`src/rtl/lzw_pkg.sv`:
```
// lzw_pkg: constants shared by the LZW compressor output packer and the decompressor input register
package lzw_pkg;
  localparam int CODE_W = 13;
  localparam int BYTE_W = 8;
  localparam int BUF_W = 32;
  localparam int CNT_W = $clog2(BUF_W + 1);
  localparam logic [CODE_W-1:0] EOS_CODE = 13'h1FFF;
endpackage

```
`src/rtl/lzw_inreg.sv`:
```
// lzw_inreg: unpacks an MSB-first LZW byte stream into 13-bit codes and drops the pad after the EOS code
module lzw_inreg
  import lzw_pkg::*;
(
  input  logic              clk,
  input  logic              rst_n,
  input  logic              clr,
  input  logic              byte_valid,
  input  logic [BYTE_W-1:0] byte_in,
  output logic              byte_ready,
  output logic              code_valid,
  output logic [CODE_W-1:0] code_out,
  output logic              code_eos,
  input  logic              code_ready,
  output logic              idle
);
  logic [BUF_W-1:0] bits, bits_pop, bits_nxt;
  logic [CNT_W-1:0] cnt, rem, shamt, cnt_pop, cnt_nxt;
  logic pop, accept;
  assign byte_ready = cnt <= CNT_W'(BUF_W - BYTE_W);
  assign code_valid = cnt >= CNT_W'(CODE_W);
  assign code_out = bits[BUF_W-1 -: CODE_W];
  assign code_eos = code_valid && (code_out == EOS_CODE);
  assign idle = cnt == '0;
  assign pop = code_valid & code_ready;
  assign accept = byte_valid & byte_ready;
  assign rem = cnt - CNT_W'(CODE_W);
  // pop first (the EOS pop also swallows the pad up to the next byte boundary), then insert the byte just below the valid bits
  always_comb begin
    shamt = code_eos ? CNT_W'(CODE_W) + (rem & CNT_W'(BYTE_W - 1)) : CNT_W'(CODE_W);
    cnt_pop = pop ? (code_eos ? rem & ~CNT_W'(BYTE_W - 1) : rem) : cnt;
    bits_pop = pop ? bits << shamt : bits;
    bits_nxt = accept ? bits_pop | ({byte_in, {(BUF_W - BYTE_W){1'b0}}} >> cnt_pop) : bits_pop;
    cnt_nxt = accept ? cnt_pop + CNT_W'(BYTE_W) : cnt_pop;
  end
  // bit buffer and valid-bit count; clear discards any same-cycle accept or pop
  always_ff @(posedge clk or negedge rst_n) begin
    if (!rst_n) begin
      bits <= '0;
      cnt <= '0;
    end else if (clr) begin
      bits <= '0;
      cnt <= '0;
    end else begin
      bits <= bits_nxt;
      cnt <= cnt_nxt;
    end
  end
endmodule
```
`config.mk`:
```
export PLATFORM = sky130hd
export DESIGN_NAME = lzw_inreg
export DESIGN_NICKNAME = d
export VERILOG_FILES = /design/src/rtl/lzw_pkg.sv /design/src/rtl/lzw_inreg.sv
export SDC_FILE = /design/constraint.sdc
export NUM_CORES = 1
export LEC_CHECK = 0
export ABC_AREA = 1
export CAP_MARGIN = 30
export CORE_MARGIN = 2
export CORE_UTILIZATION = 61
export DETAILED_ROUTE_END_ITERATION = 12
export PLACE_DENSITY_LB_ADDON = 0.08
export SYNTH_ARGS = -nofsm -noshare
export SYNTH_HDL_FRONTEND = slang
export SYNTH_SLANG_ARGS = --single-unit
export TNS_END_PERCENT = 20
```
`constraint.sdc`:
```
create_clock -name clk -period 3.54 [get_ports clk]
set_input_delay 0.708 -clock clk [delete_from_list [all_inputs] [get_ports clk]]
set_output_delay 0.708 -clock clk [all_outputs]
set_load 0.005 [all_outputs]
```
==> flow_metrics.env <==
export IMPL_vias_per_cell=6.425
export IMPL_start_util_pct=62.98
export IMPL_met2WireLength_um=6611
export IMPL_ctsRootBufferMaster="clkbuf_8"
export IMPL_layout_common_cells="224 x nand2_1, 167 x nand3_1, 57 x inv_1"
export IMPL_r2r_cells=17
export IMPL_power_total_mw=3.162
export IMPL_dr_wl_met3_um=1937
export IMPL_synth_warnings=0
export IMPL_grt_start_max_net_pins=39
export IMPL_pwr_share_clk_pct=9.9
export IMPL_wl_met1_um=5844
export IMPL_setup_viol=0
export IMPL_track_usage_pct=40.94
export IMPL_drv_slew=0
export IMPL_hold_viol_final=0
export IMPL_rsz0062_at_grt="false"
export IMPL_yosys_area_share_simple_pct=53.75
export IMPL_cts_tree="done"
export IMPL_drtAntennaViolNets=0
export IMPL_htree_num_levels=2
export IMPL_overflow=0
export IMPL_startpoint_type="register"
export IMPL_syn_to_final_growth_pct=6.910
export IMPL_p_leak_nw=2.188
export IMPL_grt_pass1_wl_um=24070
export IMPL_antenna_found_initial=0
export IMPL_wl_um=15170
export IMPL_skew_ns=0.006992
export IMPL_pwr_share_comb_pct=66.9
export IMPL_topRoutingLayerUsed="met4"
export IMPL_final_common_cell="nand2_1"
export IMPL_peakVddDrop_v=0.0004689
export IMPL_dr_pass1_iters=8
export IMPL_gp_congestion=1.058
export IMPL_r2r_start="cnt[1]"
export IMPL_min_period_ns=3.186
export IMPL_final_nets=748
export IMPL_syn_inst=730
export IMPL_relSlewSlack_pct=43.89
export IMPL_synth_adder_area_share_pct=1.764
export IMPL_hpwl_um=11570
export IMPL_cts_clk_slew_worst_paths_ns=0.08
export IMPL_synth_area_mux_share_pct=0
export IMPL_yosysSeqAreaShare_pct=22.35
export IMPL_synth_compound_area_share_pct=8.939
export IMPL_syn_nets=749
export IMPL_die_area_um2=7660
export IMPL_die_w_um=87.52
export IMPL_placed_cell_area_um2=4458
export IMPL_postLayoutCellArea_um2=4549
export IMPL_post_cts_buffers=0
export IMPL_drc=0
export IMPL_rr_endpoint="bits[20]"
export IMPL_cp_arrival_ns=3.38
export IMPL_layout_setup_ws_ns=0.3541
export IMPL_internal_power_mw=1.417
export IMPL_cts_num_sinks=38
export IMPL_dieHeight_um=87.52
export IMPL_ios=30
export IMPL_drive_above_1_share_pct=8.356
export IMPL_synth_top_family_by_area="simple AND/OR/NAND/NOR gates"
export IMPL_hold_path_class="primary input to asynchronous set/reset pin"
export IMPL_fin_setup_tns_ns=0
export IMPL_num_rows=30
export IMPL_cap_violations=0
export IMPL_drt_iter0_drc=880
export IMPL_status="finished clean"
export IMPL_synth_xor_area_share_pct=0.7939
export IMPL_ys_types=37
export IMPL_end_kind="register"
export IMPL_worst_pin_slew_ns=0.8417
export IMPL_clock_latency_ns=0.29
export IMPL_synth_seq_cells=38
export IMPL_grt_pass1_vias=4665
export IMPL_num_vias=5204
export IMPL_cts_hold_buf=0
export IMPL_port_buffer_count=29
export IMPL_post_cts_resized=0
export IMPL_pre_cts_ws_ns=0.4183
export IMPL_swShare_pct=55.18
export IMPL_syn_area_um2=4255
export IMPL_cts_max_path_buffers=2
export IMPL_timing_final_crit_share_pct=90.00
export IMPL_r2r_slack_ns=0.35
export IMPL_diodes=0
export IMPL_core_area_um2=6756
export IMPL_syn_area_per_cell_um2=5.829
export IMPL_critical_path_required_ns=3.73
export IMPL_path_class="register to register"
export IMPL_cts_inserted_buffers=5
export IMPL_pwr_density_cell_nw_per_um2=695.0
export IMPL_switchingPower_mw=1.745
export IMPL_post_route_util_pct=67.33
export IMPL_wl_per_cell_um=18.73
export IMPL_crit_path_max_fanout=28
export IMPL_clock_fmax_ghz=0.3139
export IMPL_p_seq_share_pct=23.2
worst max-delay path by stage:
stage	depth (start not counted)	from	endpoint
after CTS	15	cnt[0]	bits[10]
after floorplan	16	cnt[0]	bits[22]
after detailed placement	13	code_ready	bits[20]
after global placement	13	code_ready	bits[20]
after global routing	15	cnt[0]	bits[10]
final	17	cnt[1]	bits[20]
final cells by class:
type,count,area [µm²]
timing repair buffer,40,367.9
tap,80,100.1
sequential,38,950.9
fill,613,2207
multi-input combinational,576,2779
inverter,68,260.3
clock inverter,1,5.005
clock buffer,7,86.33
cell usage after synthesis:
cell type | instances | area (µm²)
or2_2 | 5 | 31.28
o21a_1 | 1 | 7.510
nand3_2 | 2 | 20.02
nand2_4 | 2 | 22.52
inv_1 | 57 | 214.0
nand4_2 | 2 | 25.02
nand3b_1 | 1 | 7.510
xor2_2 | 1 | 16.27
a21oi_1 | 33 | 165.2
nor4_1 | 1 | 6.260
o211ai_1 | 2 | 15.01
clkbuf_1 | 14 | 52.55
a211oi_1 | 1 | 7.510
o21ai_0 | 12 | 60.06
dfrtp_1 | 38 | 950.9
o31ai_1 | 1 | 7.510
buf_1 | 1 | 3.750
buf_6 | 1 | 11.26
o21ai_2 | 4 | 35.03
nand2_2 | 6 | 37.54
o21ai_1 | 9 | 45.04
xor2_1 | 2 | 17.52
nand4_1 | 31 | 193.9
a31oi_1 | 4 | 25.02
ha_1 | 6 | 75.07
nand2_8 | 1 | 20.02
nor2_4 | 3 | 33.78
nor2_2 | 4 | 25.02
nor2_1 | 46 | 172.7
nand3_1 | 167 | 835.8
nor3_1 | 3 | 15.01
nand2_1 | 224 | 840.8
buf_2 | 16 | 80.08
o22ai_1 | 2 | 12.51
buf_4 | 16 | 120.1
inv_4 | 2 | 12.51
inv_2 | 9 | 33.78
cell families (layout without fill, tap and decap cells):
family / Yosys count / after routing
XOR/XNOR: 3 / 3
adder cells (fa/ha/maj): 6 / 6
flip-flops: 38 / 38
buffers and inverters: 116 / 116
AO/OA/AOI/OAI: 69 / 69
AND/OR/NAND/NOR: 498 / 498
through the flow:
stage,hold slack [ns],std cells
finish,0.5138,810
global route,0.5911,810
CTS,0.5512,810
detailed placement,0.6328,802
global placement,0.6112,802
floorplan,0.4124,730
power by group through the flow:
stage / sequential (mW) / combinational, mW / clock (mW)
finish: 0.734 / 2.11 / 0.313
global route: 0.741 / 2.32 / 0.327
CTS: 0.721 / 2.04 / 0.310
detailed placement: 0.730 / 2.02 / 0
global placement: 0.728 / 1.99 / 0
floorplan: 0.661 / 1.58 / 0
worst max-delay path, cell delays in order (launching register included):
cell and delay, ns:
dfrtp_1 0.36, inv_1 0.17, ha_1 0.27, nand2_1 0.14, nand2_4 0.12, nand2_8 0.08
nand2_4 0.28, inv_4 0.15, o21ai_2 0.49, inv_2 0.23, nand3_1 0.12, nand2_1 0.11
nand2_1 0.16, nand2_1 0.09, nand3_1 0.10, nand3b_1 0.08, nand2_1 0.07, inv_1 0.05
registers in the layout (all words and copies together), names as in the netlist:
signal and cells:
bits 32, cnt 6
per-layer routing:
| metal | GRT usage, % | up-vias |
|---|---|---|
| met5 | 0 | - |
| met4 | 18.04 | 0 |
| met3 | 9.289 | 78 |
| met2 | 62.67 | 403 |
| met1 | 55.44 | 2313 |
| li1 | - | 2410 |
No activity file was read; power rests on OpenSTA's default activity.
